===== config.mk =====
export PLATFORM = sky130hd
export DESIGN_NAME = input_vc_buffer_credit_return
export DESIGN_NICKNAME = d
export VERILOG_FILES = /design/src/rtl/input_vc_buffer_credit_return.sv
export SDC_FILE = /design/constraint.sdc
export NUM_CORES = 1
export LEC_CHECK = 0
export CORE_UTILIZATION = 57
export DETAILED_ROUTE_END_ITERATION = 8
export PLACE_DENSITY = 0.87
export SLEW_MARGIN = 15
export SYNTH_ARGS = -nofsm -noshare
export SYNTH_HDL_FRONTEND = slang
export SYNTH_SLANG_ARGS = --single-unit

===== constraint.sdc =====
create_clock -name clk -period 2.7 [get_ports clk]
set_clock_uncertainty 0.15 [all_clocks]
set_input_delay 0.54 -clock clk [delete_from_list [all_inputs] [get_ports clk]]
set_output_delay 0.54 -clock clk [all_outputs]
set_load 0.01 [all_outputs]

===== src/rtl/input_vc_buffer_credit_return.sv =====
// Receiver-side per-VC flit buffers with credit return
// and per-VC packet framing / protocol error tracking.
module input_vc_buffer_credit_return #(
  parameter int DW        = 32,
  parameter int V         = 4,
  parameter int BUF_DEPTH = 4
) (
  input  logic            clk,
  input  logic            rst,
  input  logic            in_valid,
  input  logic [DW-1:0]   in_dat,
  input  logic [V-1:0]    rd_en,
  output logic [V-1:0]    out_valid,
  output logic [V*DW-1:0] out_dat,
  output logic [V-1:0]    out_is_head,
  output logic [V-1:0]    pkt_active,
  output logic [V-1:0]    credit_update,
  output logic [V-1:0]    ovf_err,
  output logic [V-1:0]    udf_err,
  output logic [V-1:0]    seq_err
);

  localparam int AW = $clog2(BUF_DEPTH);
  localparam int CW = AW + 1;
  localparam logic [CW-1:0] FULL = CW'(BUF_DEPTH);

  localparam logic [0:0] IDLE   = 1'b0;
  localparam logic [0:0] ACTIVE = 1'b1;

  localparam logic [1:0] HEAD   = 2'b00;
  localparam logic [1:0] BODY   = 2'b01;
  localparam logic [1:0] TAIL   = 2'b10;
  localparam logic [1:0] SINGLE = 2'b11;

  logic [1:0] wvc;
  logic [1:0] ftype;

  assign wvc   = in_dat[DW-1:DW-2];
  assign ftype = in_dat[DW-3:DW-4];

  for (genvar v = 0; v < V; v++) begin : g_vc
    logic [DW-1:0] mem [BUF_DEPTH];
    logic [AW-1:0] wp;
    logic [AW-1:0] rp;
    logic [CW-1:0] cnt;
    logic [0:0]    st;
    logic          cr;
    logic          ovf;
    logic          udf;
    logic          seq;
    logic          hit;
    logic          empty;
    logic          full;
    logic          rok;
    logic          wok;
    logic [1:0]    front_t;

    assign hit   = in_valid && (wvc == 2'(v));
    assign empty = (cnt == '0);
    assign full  = (cnt == FULL);
    assign rok   = rd_en[v] && !empty;
    // a full VC still accepts when the same cycle frees a slot
    assign wok   = hit && (!full || rok);

    always_ff @(posedge clk) begin
      if (wok) mem[wp] <= in_dat;
    end

    always_ff @(posedge clk) begin
      if (rst) begin
        wp  <= '0;
        rp  <= '0;
        cnt <= '0;
        st  <= IDLE;
        cr  <= 1'b0;
        ovf <= 1'b0;
        udf <= 1'b0;
        seq <= 1'b0;
      end else begin
        cr <= rok;
        if (wok) wp <= wp + AW'(1);
        if (rok) rp <= rp + AW'(1);
        if (wok && !rok) cnt <= cnt + CW'(1);
        else if (rok && !wok) cnt <= cnt - CW'(1);
        if (hit && full && !rok) ovf <= 1'b1;
        if (rd_en[v] && empty) udf <= 1'b1;
        if (hit) begin
          unique case (1'b1)
            (st == IDLE): begin
              if (ftype == HEAD) st <= ACTIVE;
              else if (ftype == BODY || ftype == TAIL) seq <= 1'b1;
            end
            default: begin
              if (ftype == TAIL) st <= IDLE;
              else if (ftype != BODY) seq <= 1'b1;
            end
          endcase
        end
      end
    end

    assign front_t = mem[rp][DW-3:DW-4];

    assign out_valid[v]          = !empty;
    assign out_dat[v*DW +: DW]   = mem[rp];
    assign out_is_head[v]        = !empty &&
                                   (front_t == HEAD || front_t == SINGLE);
    assign pkt_active[v]         = (st == ACTIVE);
    assign credit_update[v]      = cr;
    assign ovf_err[v]            = ovf;
    assign udf_err[v]            = udf;
    assign seq_err[v]            = seq;
  end

endmodule


==> metrics.md <==
| Metric | Value |
|---|---|
| Highest metal used | `met4` |
| Clock latency on the worst-skew pair | `590 ps` |
| Global-route usage over all layers | `29.4%` |
| Cts bufs inserted | `54` |
| Total length of routed met3 wires | `4770 um` |
| Final core occ | `73.6%` |
| Pre-antenna DRT Iters | `5` |
| Die ar. | `0.0386 mm^2` |
| Largest net degree at the start of global routing | `53` |
| Data arrival, critical path | `2070 ps` |
| Slew @ Worst Pin | `717 ps` |
| Site Rows | `70` |
| Post-synthesis sequential area ratio | `76.5%` |
| Initial DRC count | `1,183` |
| CTS tree | `yes` |
| CTS max path bufs | `3` |
| Via Count | `11,400` |
| LEAKAGE | `9.20 nW` |
| Synth Register Bits | `568` |
| Commonest non-fill, non-tap cell in the layout | `edfxtp_1` |
| Pre-CTS setup slack | `-367 ps` |
| Synthesized area per cell | `21.5 um^2` |
| WL met1 | `19,700 um` |
| Sink Count | `568` |
| Most frequent cells in the layout | `edfxtp_1, mux4_2, buf_6, clkdlybuf4s50_1, buf_4` |
| Critical path peak fanout | `7` |
| CTS Root Cell | `clkbuf_16` |
| Routed vias/inst | `6.08` |
| Tmin final | `2760 ps` |
| Vias in the first global route | `11,900` |
| RSZ-0062 raised after global routing | `true` |
| Post-route ant nets | `0` |
| Worst hold path class | `reg -> reg` |
| Max Freq | `0.362 GHz` |
| Routed length on met2 | `28,600 um` |
| Initial Util | `58.4%` |
| Synth Instances | `1,002` |
| Core footprint | `0.0370 mm^2` |
| Post-synthesis instance area | `0.0216 mm^2` |
| Final nets | `1,395` |
| Initial antenna violation count | `0` |
| Tcrit/Tclk final | `102%` |
| ANT cells | `0` |
| Endpoints failing hold | `0` |
| Crit. End Element | `primary output` |
| Layout area overhead | `26.1%` |
| Hold Buf Count CTS | `0` |
| CTS HTree Levels | `2` |
| DRT Wirelength | `55,000 um` |
| Setup CP Type | `reg -> out` |
| DRC errors left | `0` |
| Slew headroom | `51.6%` |
| Outcome | `finished, violations left` |
| Layout cells sized above 1 | `37.5%` |
| GRT Residual Overflow | `0` |
| Setup WS post-layout | `-59.1 ps` |
| Maxcap violations | `0` |
| Die height | `197 um` |
| Hold Slack | `315 ps` |
| GPL Wtd Cong | `0.804` |
| Required @ worst endpoint | `2010 ps` |
| Post-synth cell types | `29` |
| Setup tns final | `-442 ps` |
| Power Dens Cells | `904 mW/mm^2` |
| Final setup violation count | `18` |
| DR WL/cell | `29.3 um` |
| Failing checks | `setup timing` |
| Mapped Nets | `1,068` |
| Fillers | `2,014` |
| Hpwl dp | `31,000 um` |
| Worst IR Drop VDD | `0.690 mV` |
| CTS clk-pin slew, worst paths | `70 ps` |
| Synthesis warning total | `0` |
| Worst R2R Path Depth | `7` |
| Hold depth | `2` |
| Crit start category | `flip-flop` |
| Input/output buffers | `194` |
| I/O pin cnt | `195` |
| Max Slew Vio Count | `0` |
| Chip width | `197 um` |
| First-pass GRT wire length | `79,700 um` |
## cells in the mapped netlist
| master | count | area [um^2] |
|---|---|---|
| ha_1 | 23 | 288 |
| mux4_2 | 132 | 2970 |
| fa_1 | 4 | 80.1 |
| xor2_1 | 32 | 280 |
| o21ai_1 | 2 | 10.0 |
| edfxtp_1 | 512 | 15400 |
| buf_4 | 20 | 150 |
| buf_6 | 12 | 135 |
| nand3_1 | 13 | 65.1 |
| nor3b_1 | 8 | 60.1 |
| and3_1 | 17 | 106 |
| o31ai_2 | 4 | 50.1 |
| o311ai_0 | 4 | 35.0 |
| nor3_1 | 4 | 20.0 |
| or3_1 | 4 | 25.0 |
| o21ai_0 | 18 | 90.1 |
| inv_1 | 22 | 82.6 |
| nand3b_1 | 2 | 15.0 |
| nor2_1 | 40 | 150 |
| dfxtp_1 | 56 | 1120 |
| nor4b_2 | 4 | 60.1 |
| nor3b_2 | 1 | 12.5 |
| or4b_4 | 4 | 55.1 |
| buf_2 | 16 | 80.1 |
| clkbuf_1 | 13 | 48.8 |
| or3b_1 | 1 | 8.76 |
| mux2i_1 | 4 | 40.0 |
| and3b_1 | 2 | 17.5 |
| a21oi_1 | 28 | 140 |
## layout make-up
type                       instances  area (um^2)  share of cell area, %
clock buffer                      64         1390                   5.10
clock inverter                    35          334                   1.23
inverter                          22         82.6                  0.303
multi-input combinational        351         4630                   17.0
sequential                       568        16500                   60.7
tap                              504          631                   2.32
timing repair buffer             332         3630                   13.3
## metrics by stage
| step | power, mW | instance area, um^2 | cells |
|---|---|---|---|
| 3_3_place_gp | 16.0 | 24800 | 1719 |
| 5_1_grt | 25.4 | 27200 | 1876 |
| 2_1_floorplan | 13.4 | 21600 | 1002 |
| 3_5_place_dp | 16.1 | 24800 | 1719 |
| 6_report | 24.6 | 27200 | 1876 |
| 4_1_cts | 24.7 | 27200 | 1877 |
## cell families (layout without fill, tap and decap cells)
group,Yosys count,in the layout,share of synthesized area [%]
adder cells (fa/ha/maj),27,27,1.71
XOR/XNOR,32,32,1.30
buffers and inverters,83,453,2.30
AND/OR/NAND/NOR,100,100,2.76
AO/OA/AOI/OAI,56,56,1.51
multiplexers,136,136,14.0
flip-flops,568,568,76.5
## per-layer routing
metal  GRT usage, %  vias up
met1           37.1     5901
met2           50.9      682
met5              0        -
li1               -     4719
met4           10.6        0
met3           5.90      105
## state kept, by name, indices dropped and copies added (netlist names), named ones only
name	flops
g_vc.udf	4
g_vc.cr	4
g_vc.mem	512
g_vc.seq	4
g_vc.rp	8
g_vc.ovf	4
g_vc.cnt	12
g_vc.wp	8
## worst paths after layout
kind                                     from                          end  slack (ps)
setup reg to reg  g_vc[1].cnt[0]$_SDFFE_PP0P_  g_vc[1].cnt[2]$_SDFFE_PP0P_         210
hold reg to reg      g_vc[3].seq$_SDFFE_PP0P_     g_vc[3].seq$_SDFFE_PP0P_         320
hold / removal       g_vc[3].seq$_SDFFE_PP0P_     g_vc[3].seq$_SDFFE_PP0P_         320
setup / recovery                    flip-flop                 out_dat[124]         -60
## worst max-delay path: stages (launching register included)
cell and delay [ps]:
dfxtp_4 400, buf_12 130, buf_12 130, buf_12 110, mux4_2 550, buf_6 150
## timing repair
| item | 4_1_cts | 5_1_grt |
|---|---|---|
| gates resized for setup | 575 | 33 |
| setup endpoints to repair | 133 | 73 |
| cloned | 13 | 0 |
| pin swaps | 0 | 2 |
| setup buffers | 46 | 8 |
## power by group
part	switching [mW]	internal [mW]	leakage, nW
logic	3.03	3.86	3.27
clock network	3.19	4.25	0.844
registers	0.344	9.92	5.09
(Power assumes the default switching activity.)
